### config.mk
export PLATFORM = sky130hd
export DESIGN_NAME = id_alloc_arb_flat
export DESIGN_NICKNAME = d
export VERILOG_FILES = /design/src/rtl/id_alloc_arb_if.sv /design/src/rtl/id_alloc_arb.sv /design/src/flat_wrapper.sv
export SDC_FILE = /design/constraint.sdc
export NUM_CORES = 1
export LEC_CHECK = 0
export BUFFER_PORTS_ARGS = -buffer_cell sky130_fd_sc_hd__buf_2
export CAP_MARGIN = 20
export CORE_MARGIN = 2
export CORE_UTILIZATION = 57
export DETAILED_ROUTE_END_ITERATION = 8
export PLACE_DENSITY = 0.87
export SLEW_MARGIN = 20
export SYNTH_ARGS = -nofsm -noshare
export SYNTH_HDL_FRONTEND = slang
export SYNTH_SLANG_ARGS = --single-unit
### constraint.sdc
create_clock -name clk -period 7.4 [get_ports clk]
set_input_delay 1.11 -clock clk [delete_from_list [all_inputs] [get_ports clk]]
set_output_delay 1.11 -clock clk [all_outputs]
set_load 0.01 [all_outputs]
### src/rtl/id_alloc_arb_if.sv
// Requester- and pool-side handshake bundle for id_alloc_arb.
// slave: the arbiter's view; master: the requesters/pool view.
interface id_alloc_arb_if #(
  parameter int unsigned NUM_REQ = 4,
  parameter int unsigned ID_W    = 5,
  parameter int unsigned USE_W   = 4
);
  logic [NUM_REQ-1:0]      req_vld;
  logic [NUM_REQ-1:0]      req_rdy;
  logic [NUM_REQ-1:0]      rsp_vld;
  logic [ID_W-1:0]         rsp_id;
  logic [NUM_REQ-1:0]      rel_vld;
  logic [NUM_REQ*ID_W-1:0] rel_id;
  logic [NUM_REQ-1:0]      rel_rdy;
  logic                    pool_p_srdy;
  logic                    pool_p_drdy;
  logic [ID_W-1:0]         pool_p_data;
  logic [USE_W-1:0]        pool_usage;
  logic [1:0]              pool_c_srdy;
  logic [1:0]              pool_c_drdy;
  logic [2*ID_W-1:0]       pool_c_data;
  logic [NUM_REQ*4-1:0]    out_cnt;
  logic                    err_underflow;

  modport slave (
    input  req_vld, rel_vld, rel_id, pool_p_srdy, pool_p_data, pool_usage, pool_c_drdy,
    output req_rdy, rsp_vld, rsp_id, rel_rdy, pool_p_drdy, pool_c_srdy, pool_c_data,
           out_cnt, err_underflow
  );

  modport master (
    output req_vld, rel_vld, rel_id, pool_p_srdy, pool_p_data, pool_usage, pool_c_drdy,
    input  req_rdy, rsp_vld, rsp_id, rel_rdy, pool_p_drdy, pool_c_srdy, pool_c_data,
           out_cnt, err_underflow
  );
endinterface

### src/rtl/id_alloc_arb.sv
// Round-robin allocate/release front-end for the 2-write/1-read ID free-pool.
// Optional macro ID_ALLOC_ARB_RESERVE_EN holds RESERVE IDs back for requester 0.
module id_alloc_arb #(
  parameter int unsigned NUM_REQ = 4,
  parameter int unsigned ID_W    = 5,
  parameter int unsigned USE_W   = 4,
  parameter int unsigned MAX_OUT = 4,
  parameter int unsigned RESERVE = 2
) (
  input logic           clk,
  input logic           rst_n,
  id_alloc_arb_if.slave bus
);
  localparam int unsigned PTR_W   = $clog2(NUM_REQ);
  localparam logic [3:0]  CNT_MAX = 4'(MAX_OUT);

  logic [PTR_W-1:0] r_alloc_ptr;
  logic [PTR_W-1:0] r_rel_ptr;
  logic [NUM_REQ-1:0] r_rsp_vld;
  logic [ID_W-1:0]  r_rsp_id;
  logic [3:0]       r_cnt [NUM_REQ];
  logic             r_err;

  logic [NUM_REQ-1:0] w_elig;
  logic               w_gnt_any;
  logic [PTR_W-1:0]   w_gnt_idx;
  logic [NUM_REQ-1:0] w_gnt;
  logic               w_a_any, w_b_any;
  logic [PTR_W-1:0]   w_a_idx, w_b_idx;
  logic               w_a_acc, w_b_acc;
  logic [NUM_REQ-1:0] w_rel_acc;
  logic               w_resv_ok;

  function automatic logic [PTR_W-1:0] wrap_add(input logic [PTR_W-1:0] base,
                                                input int unsigned ofs);
    logic [PTR_W:0] s;
    s = {1'b0, base} + (PTR_W+1)'(ofs);
    if (s >= (PTR_W+1)'(NUM_REQ)) s = s - (PTR_W+1)'(NUM_REQ);
    return s[PTR_W-1:0];
  endfunction

`ifdef ID_ALLOC_ARB_RESERVE_EN
  assign w_resv_ok = (bus.pool_usage > USE_W'(RESERVE));
`else
  logic w_unused_usage;
  assign w_resv_ok      = 1'b1;
  assign w_unused_usage = ^bus.pool_usage;
`endif

  // Eligibility looks at the registered count, so a same-cycle release never frees a slot early.
  always_comb begin
    w_elig = '0;
    for (int unsigned r = 0; r < NUM_REQ; r++) begin
      w_elig[r] = bus.req_vld[r] && (r_cnt[r] < CNT_MAX) && ((r == 0) || w_resv_ok);
    end
  end

  always_comb begin
    logic [PTR_W-1:0] k;
    w_gnt_any = 1'b0;
    w_gnt_idx = '0;
    for (int unsigned i = 0; i < NUM_REQ; i++) begin
      k = wrap_add(r_alloc_ptr, i);
      if (!w_gnt_any && w_elig[k] && bus.pool_p_srdy) begin
        w_gnt_any = 1'b1;
        w_gnt_idx = k;
      end
    end
  end

  assign w_gnt           = w_gnt_any ? (NUM_REQ'(1) << w_gnt_idx) : '0;
  assign bus.req_rdy     = w_gnt;
  assign bus.pool_p_drdy = w_gnt_any;

  // First two releasing requesters in round-robin order map to lane0 and lane1.
  always_comb begin
    logic [PTR_W-1:0] k;
    w_a_any = 1'b0;
    w_b_any = 1'b0;
    w_a_idx = '0;
    w_b_idx = '0;
    for (int unsigned i = 0; i < NUM_REQ; i++) begin
      k = wrap_add(r_rel_ptr, i);
      if (bus.rel_vld[k]) begin
        if (!w_a_any) begin
          w_a_any = 1'b1;
          w_a_idx = k;
        end else if (!w_b_any) begin
          w_b_any = 1'b1;
          w_b_idx = k;
        end
      end
    end
  end

  assign w_a_acc         = w_a_any && bus.pool_c_drdy[0];
  assign w_b_acc         = w_b_any && bus.pool_c_drdy[1];
  assign bus.pool_c_srdy = {w_b_any, w_a_any};
  assign bus.pool_c_data = {(w_b_any ? bus.rel_id[w_b_idx*ID_W +: ID_W] : ID_W'(0)),
                            (w_a_any ? bus.rel_id[w_a_idx*ID_W +: ID_W] : ID_W'(0))};

  always_comb begin
    w_rel_acc = '0;
    if (w_a_acc) w_rel_acc[w_a_idx] = 1'b1;
    if (w_b_acc) w_rel_acc[w_b_idx] = 1'b1;
  end

  assign bus.rel_rdy = w_rel_acc;

  always_ff @(posedge clk or negedge rst_n) begin
    if (!rst_n) begin
      r_alloc_ptr <= '0;
      r_rel_ptr   <= '0;
      r_rsp_vld   <= '0;
      r_rsp_id    <= '0;
      r_err       <= 1'b0;
      for (int unsigned r = 0; r < NUM_REQ; r++) r_cnt[r] <= '0;
    end else begin
      if (w_gnt_any) begin
        r_alloc_ptr <= wrap_add(w_gnt_idx, 1);
        r_rsp_vld   <= w_gnt;
        r_rsp_id    <= bus.pool_p_data;
      end else begin
        r_rsp_vld <= '0;
      end
      if (w_b_acc)      r_rel_ptr <= wrap_add(w_b_idx, 1);
      else if (w_a_acc) r_rel_ptr <= wrap_add(w_a_idx, 1);
      for (int unsigned r = 0; r < NUM_REQ; r++) begin
        if (w_rel_acc[r] && (r_cnt[r] == 4'd0)) r_err <= 1'b1;
        case ({w_gnt[r], w_rel_acc[r]})
          2'b10:   r_cnt[r] <= r_cnt[r] + 4'd1;
          2'b01:   if (r_cnt[r] != 4'd0) r_cnt[r] <= r_cnt[r] - 4'd1;
          default: r_cnt[r] <= r_cnt[r];
        endcase
      end
    end
  end

  always_comb begin
    bus.out_cnt = '0;
    for (int unsigned r = 0; r < NUM_REQ; r++) bus.out_cnt[r*4 +: 4] = r_cnt[r];
  end

  assign bus.rsp_vld       = r_rsp_vld;
  assign bus.rsp_id        = r_rsp_id;
  assign bus.err_underflow = r_err;
endmodule

### src/flat_wrapper.sv
// flat-port wrapper written by rule: the top's interface ports become plain ports
module id_alloc_arb_flat 
#(
  parameter int unsigned NUM_REQ = 4,
  parameter int unsigned ID_W    = 5,
  parameter int unsigned USE_W   = 4,
  parameter int unsigned MAX_OUT = 4,
  parameter int unsigned RESERVE = 2
)
  (clk, rst_n, bus_req_vld, bus_rel_vld, bus_rel_id, bus_pool_p_srdy, bus_pool_p_data, bus_pool_usage, bus_pool_c_drdy, bus_req_rdy, bus_rsp_vld, bus_rsp_id, bus_rel_rdy, bus_pool_p_drdy, bus_pool_c_srdy, bus_pool_c_data, bus_out_cnt, bus_err_underflow);
  id_alloc_arb_if #(.NUM_REQ(NUM_REQ), .ID_W(ID_W), .USE_W(USE_W)) bus_i ();
  input logic clk;
  input logic rst_n;
  input wire logic [$bits(bus_i.req_vld)-1:0] bus_req_vld;
  input wire logic [$bits(bus_i.rel_vld)-1:0] bus_rel_vld;
  input wire logic [$bits(bus_i.rel_id)-1:0] bus_rel_id;
  input wire logic [$bits(bus_i.pool_p_srdy)-1:0] bus_pool_p_srdy;
  input wire logic [$bits(bus_i.pool_p_data)-1:0] bus_pool_p_data;
  input wire logic [$bits(bus_i.pool_usage)-1:0] bus_pool_usage;
  input wire logic [$bits(bus_i.pool_c_drdy)-1:0] bus_pool_c_drdy;
  output wire logic [$bits(bus_i.req_rdy)-1:0] bus_req_rdy;
  output wire logic [$bits(bus_i.rsp_vld)-1:0] bus_rsp_vld;
  output wire logic [$bits(bus_i.rsp_id)-1:0] bus_rsp_id;
  output wire logic [$bits(bus_i.rel_rdy)-1:0] bus_rel_rdy;
  output wire logic [$bits(bus_i.pool_p_drdy)-1:0] bus_pool_p_drdy;
  output wire logic [$bits(bus_i.pool_c_srdy)-1:0] bus_pool_c_srdy;
  output wire logic [$bits(bus_i.pool_c_data)-1:0] bus_pool_c_data;
  output wire logic [$bits(bus_i.out_cnt)-1:0] bus_out_cnt;
  output wire logic [$bits(bus_i.err_underflow)-1:0] bus_err_underflow;
  assign bus_i.req_vld = bus_req_vld;
  assign bus_i.rel_vld = bus_rel_vld;
  assign bus_i.rel_id = bus_rel_id;
  assign bus_i.pool_p_srdy = bus_pool_p_srdy;
  assign bus_i.pool_p_data = bus_pool_p_data;
  assign bus_i.pool_usage = bus_pool_usage;
  assign bus_i.pool_c_drdy = bus_pool_c_drdy;
  assign bus_req_rdy = bus_i.req_rdy;
  assign bus_rsp_vld = bus_i.rsp_vld;
  assign bus_rsp_id = bus_i.rsp_id;
  assign bus_rel_rdy = bus_i.rel_rdy;
  assign bus_pool_p_drdy = bus_i.pool_p_drdy;
  assign bus_pool_c_srdy = bus_i.pool_c_srdy;
  assign bus_pool_c_data = bus_i.pool_c_data;
  assign bus_out_cnt = bus_i.out_cnt;
  assign bus_err_underflow = bus_i.err_underflow;
  id_alloc_arb #(.NUM_REQ(NUM_REQ), .ID_W(ID_W), .USE_W(USE_W), .MAX_OUT(MAX_OUT), .RESERVE(RESERVE)) u_core (.clk(clk), .rst_n(rst_n), .bus(bus_i));
endmodule
==> results.md <==
* Diodes inserted at 0
* CP arrival at around 3700 ps
* Crit. Startpoint: bus_rel_vld[0]
* Internal Power at a little over 800 uW
* Via density at just over 6
* Startpoint type of the worst setup path: primary input
* Die width at about 77 um
* Unrepaired setup endpoints after global routing: no
* Via count at around 2900
* Ys Warns at 0
* Die Span Y at roughly 77 um
* WL/cell at ~15 um
* Setup crit end kind: primary output
* Clk pin slew, worst setup/hold paths at ~70 ps
* Yosys reg bits at 30
* Rows at 26
* Synth area leaders: dfrtp_1, mux2i_1, ha_1
* EDFF count, synth at 0
* Max clock buf depth at 2
* Mapped cell area at around 0.0030 mm^2
* CTS Hold Bufs at 0
* CTS tree: done
* Hold Violations, Final at 0
* Library cells used by synthesis at 73
* Top FF cell, synth: dfrtp_1
* Largest net degree at the start of global routing at 31
* Area grow syn2layout at 17.2%
* Total Routing Usage GR at approximately 25%
* Vias in the first global route at ~2700
* Share of the synthesized area in the top cell type at between 20% and 30%
* I/O pin count at 89
* Syn Area/Cell at roughly 9 um^2
* Status: completed
* GP Congestion at a little under 0.9
* Initial antenna violation count at 0
* Fraction of registers with async set/reset at 100%
* Clock latency on the worst-skew pair at 280 ps
* Total CTS buffers at 5
* Fin crit share at between 60% and 70%
* DRC Markers at 0
* Post-DRT Antenna Nets at 0
* VDD IR-drop max at about 300 uV
* HP Start: u_core.bus.rsp_id[0]
* # H-tree levels at 2
* MaxCap Viol Count at 0
* Final-stage net count at between 400 and 500
* Switch Pwr at 703 uW
* Share of cells above drive strength 1 at roughly a third
* Num Clock Sinks at 30
* DP Wirelength at around 5400 um
* Finish-stage setup viols at 0
* DRT iter0 DRCs at ~230
* Routed WL at 7290 um
* Min Tclk post-route at between 4000 and 5000 ps
* Sw Share at between 40% and 50%
* Pwr dens at approximately 430 mW/mm^2
* Register area share after synthesis at between 20% and 30%
* Slew Viols, Final at 0
* IO Port Bufs at 84
* Total gr overflow at 0
* Die ar. at approximately 0.006 mm^2
* Seq pwr share at between 20% and 30%
* Hold Crit Class: register to register
* First-pass GRT wire length at between 10000 and 15000 um
* Skew final at approximately 7.4 ps
* R2r startpoint: u_core.r_rel_ptr[1]
* Core area at between 0.005 and 0.006 mm^2
* Kind of critical path: primary input to primary output
* Clock share of power at 13.8%
* Slew @ Worst Pin at between 900 and 1000 ps
* Area leader, netlist: dfrtp_1
* Post-CTS setup repair buffer count at 0
* Final core occ at between 60% and 70%
* Starting Density at between 50% and 60%
* Logic pwr share at 63.4%
* Post-Synthesis Cells at between 300 and 400
* DR pass1 iterations at 5
* Net Count, Synth at 392
* Worst-path maximum fanout at 18
* Peak Freq at around 210 MHz
* Post-Route Setup TNS at 0 ps
* Post_cts resized at 0
* Root Driver: clkbuf_8
* Slew HR at 35.5%
* WP data required at about 6300 ps
* LEAKAGE at 0.00170 uW
per-stage QoR:
step	area [um^2]	power, uW	cells	setup slack, ps	hold slack [ps]
2_1_floorplan	3030	1060	336	2990	521
6_report	3550	1510	479	2570	501
3_5_place_dp	3400	1290	471	2530	482
4_1_cts	3550	1510	479	2570	507
5_1_grt	3550	1630	479	2390	523
3_3_place_gp	3400	1250	471	2620	462
power by group through the flow:
stage	registers (uW)	clock network, uW	logic, uW
after floorplan	322	0	739
after global placement	338	0	915
after detailed placement	343	0	951
after CTS	342	213	958
after global routing	358	217	1060
final	344	209	958
critical path, cell delays in order:
cell and delay [ps]:
buf_2 200, nor2b_1 190, a211oi_1 260, a21oi_1 100, ha_1 250, inv_1 50, o22ai_1 80, a22oi_2 750
mux4_2 410, and2_1 170, buf_2 130
final timing paths:
check / endpoint / slack [ps] / cells after the start
worst max-delay path: bus_pool_c_data[6] / 2570 / 11
worst min-delay path: u_core.bus.rsp_id[0] / 500 / 1
worst max register to register: u_core.bus.out_cnt[3] / 3170 / 16
worst min register to register: u_core.bus.rsp_id[0] / 500 / 1
max in group asynchronous: u_core.bus.out_cnt[5] / 6080 / 1
min in group asynchronous: u_core.bus.rsp_vld[3] / 860 / 1
routing by layer:
metal	part of all wire [%]	wire [um]	global-route usage, %	up-vias
met2	51	3740	43.7	99
met1	42	3040	30.8	1396
met3	4.6	337	4.35	24
met4	2.4	178	8.91	0
li1	-	-	-	1373
met5	0	0	0	-
cell usage after synthesis (all sizes together) (4+ instances only):
library cell,count
a211oi,6
a21o,5
a21oi,24
a22o,4
a22oi,4
and2,9
buf,16
dfrtp,30
ha,12
inv,21
mux2,17
mux2i,17
mux4,5
nand2,26
nand2b,4
nand3,9
nor2,33
nor3,5
nor3b,5
nor4,8
o21ai,15
o22ai,4
xnor2,9
xor2,4
final cells by class:
type | count | area [um^2]
inverter | 21 | 78.8
multi-input combinational | 266 | 2070
tap | 70 | 87.6
clock inverter | 2 | 60.1
fill | 408 | 1560
sequential | 30 | 751
clock buffer | 6 | 82.6
timing repair buffer | 84 | 420
state kept, by name (all words and copies together), names as in the netlist:
name	flops
u_core.r_rel_ptr	2
u_core.bus.err_underflow	1
u_core.r_alloc_ptr	2
u_core.bus.rsp_vld	4
u_core.bus.rsp_id	5
u_core.bus.out_cnt	16
cell families (layout without fill, tap and decap cells):
group / count (synthesis) / count (layout) / share of synthesized area [%]
AOI/OAI and AO/OA: 84 / 84 / 21.4
xor gates and xnor gates: 13 / 13 / 3.76
adders and majority gates: 15 / 15 / 6.66
buffers and inverters: 40 / 113 / 6.91
DFF: 30 / 30 / 24.8
muxes: 39 / 39 / 16.2
and+or+nand+nor: 115 / 115 / 20.3
cells in the final DEF, fill, tap and decap left out, types with 4 or more instances in the layout:
| master | count |
|---|---|
| a22o_1 | 4 |
| mux2i_1 | 17 |
| buf_2 | 84 |
| clkbuf_8 | 6 |
| nand2_1 | 25 |
| inv_1 | 20 |
| ha_1 | 12 |
| dfrtp_1 | 30 |
| xor2_1 | 4 |
| nor4_1 | 7 |
| xnor2_1 | 9 |
| o22ai_1 | 4 |
| nand3_1 | 8 |
| nor3b_1 | 4 |
| mux4_2 | 4 |
| nor2_1 | 32 |
| nor3_1 | 5 |
| a21oi_1 | 21 |
| o21ai_0 | 14 |
| mux2_2 | 13 |
| a211oi_1 | 6 |
| and2_1 | 9 |
| a21o_1 | 5 |
| nand2b_1 | 4 |
(Power assumes the default switching activity.)
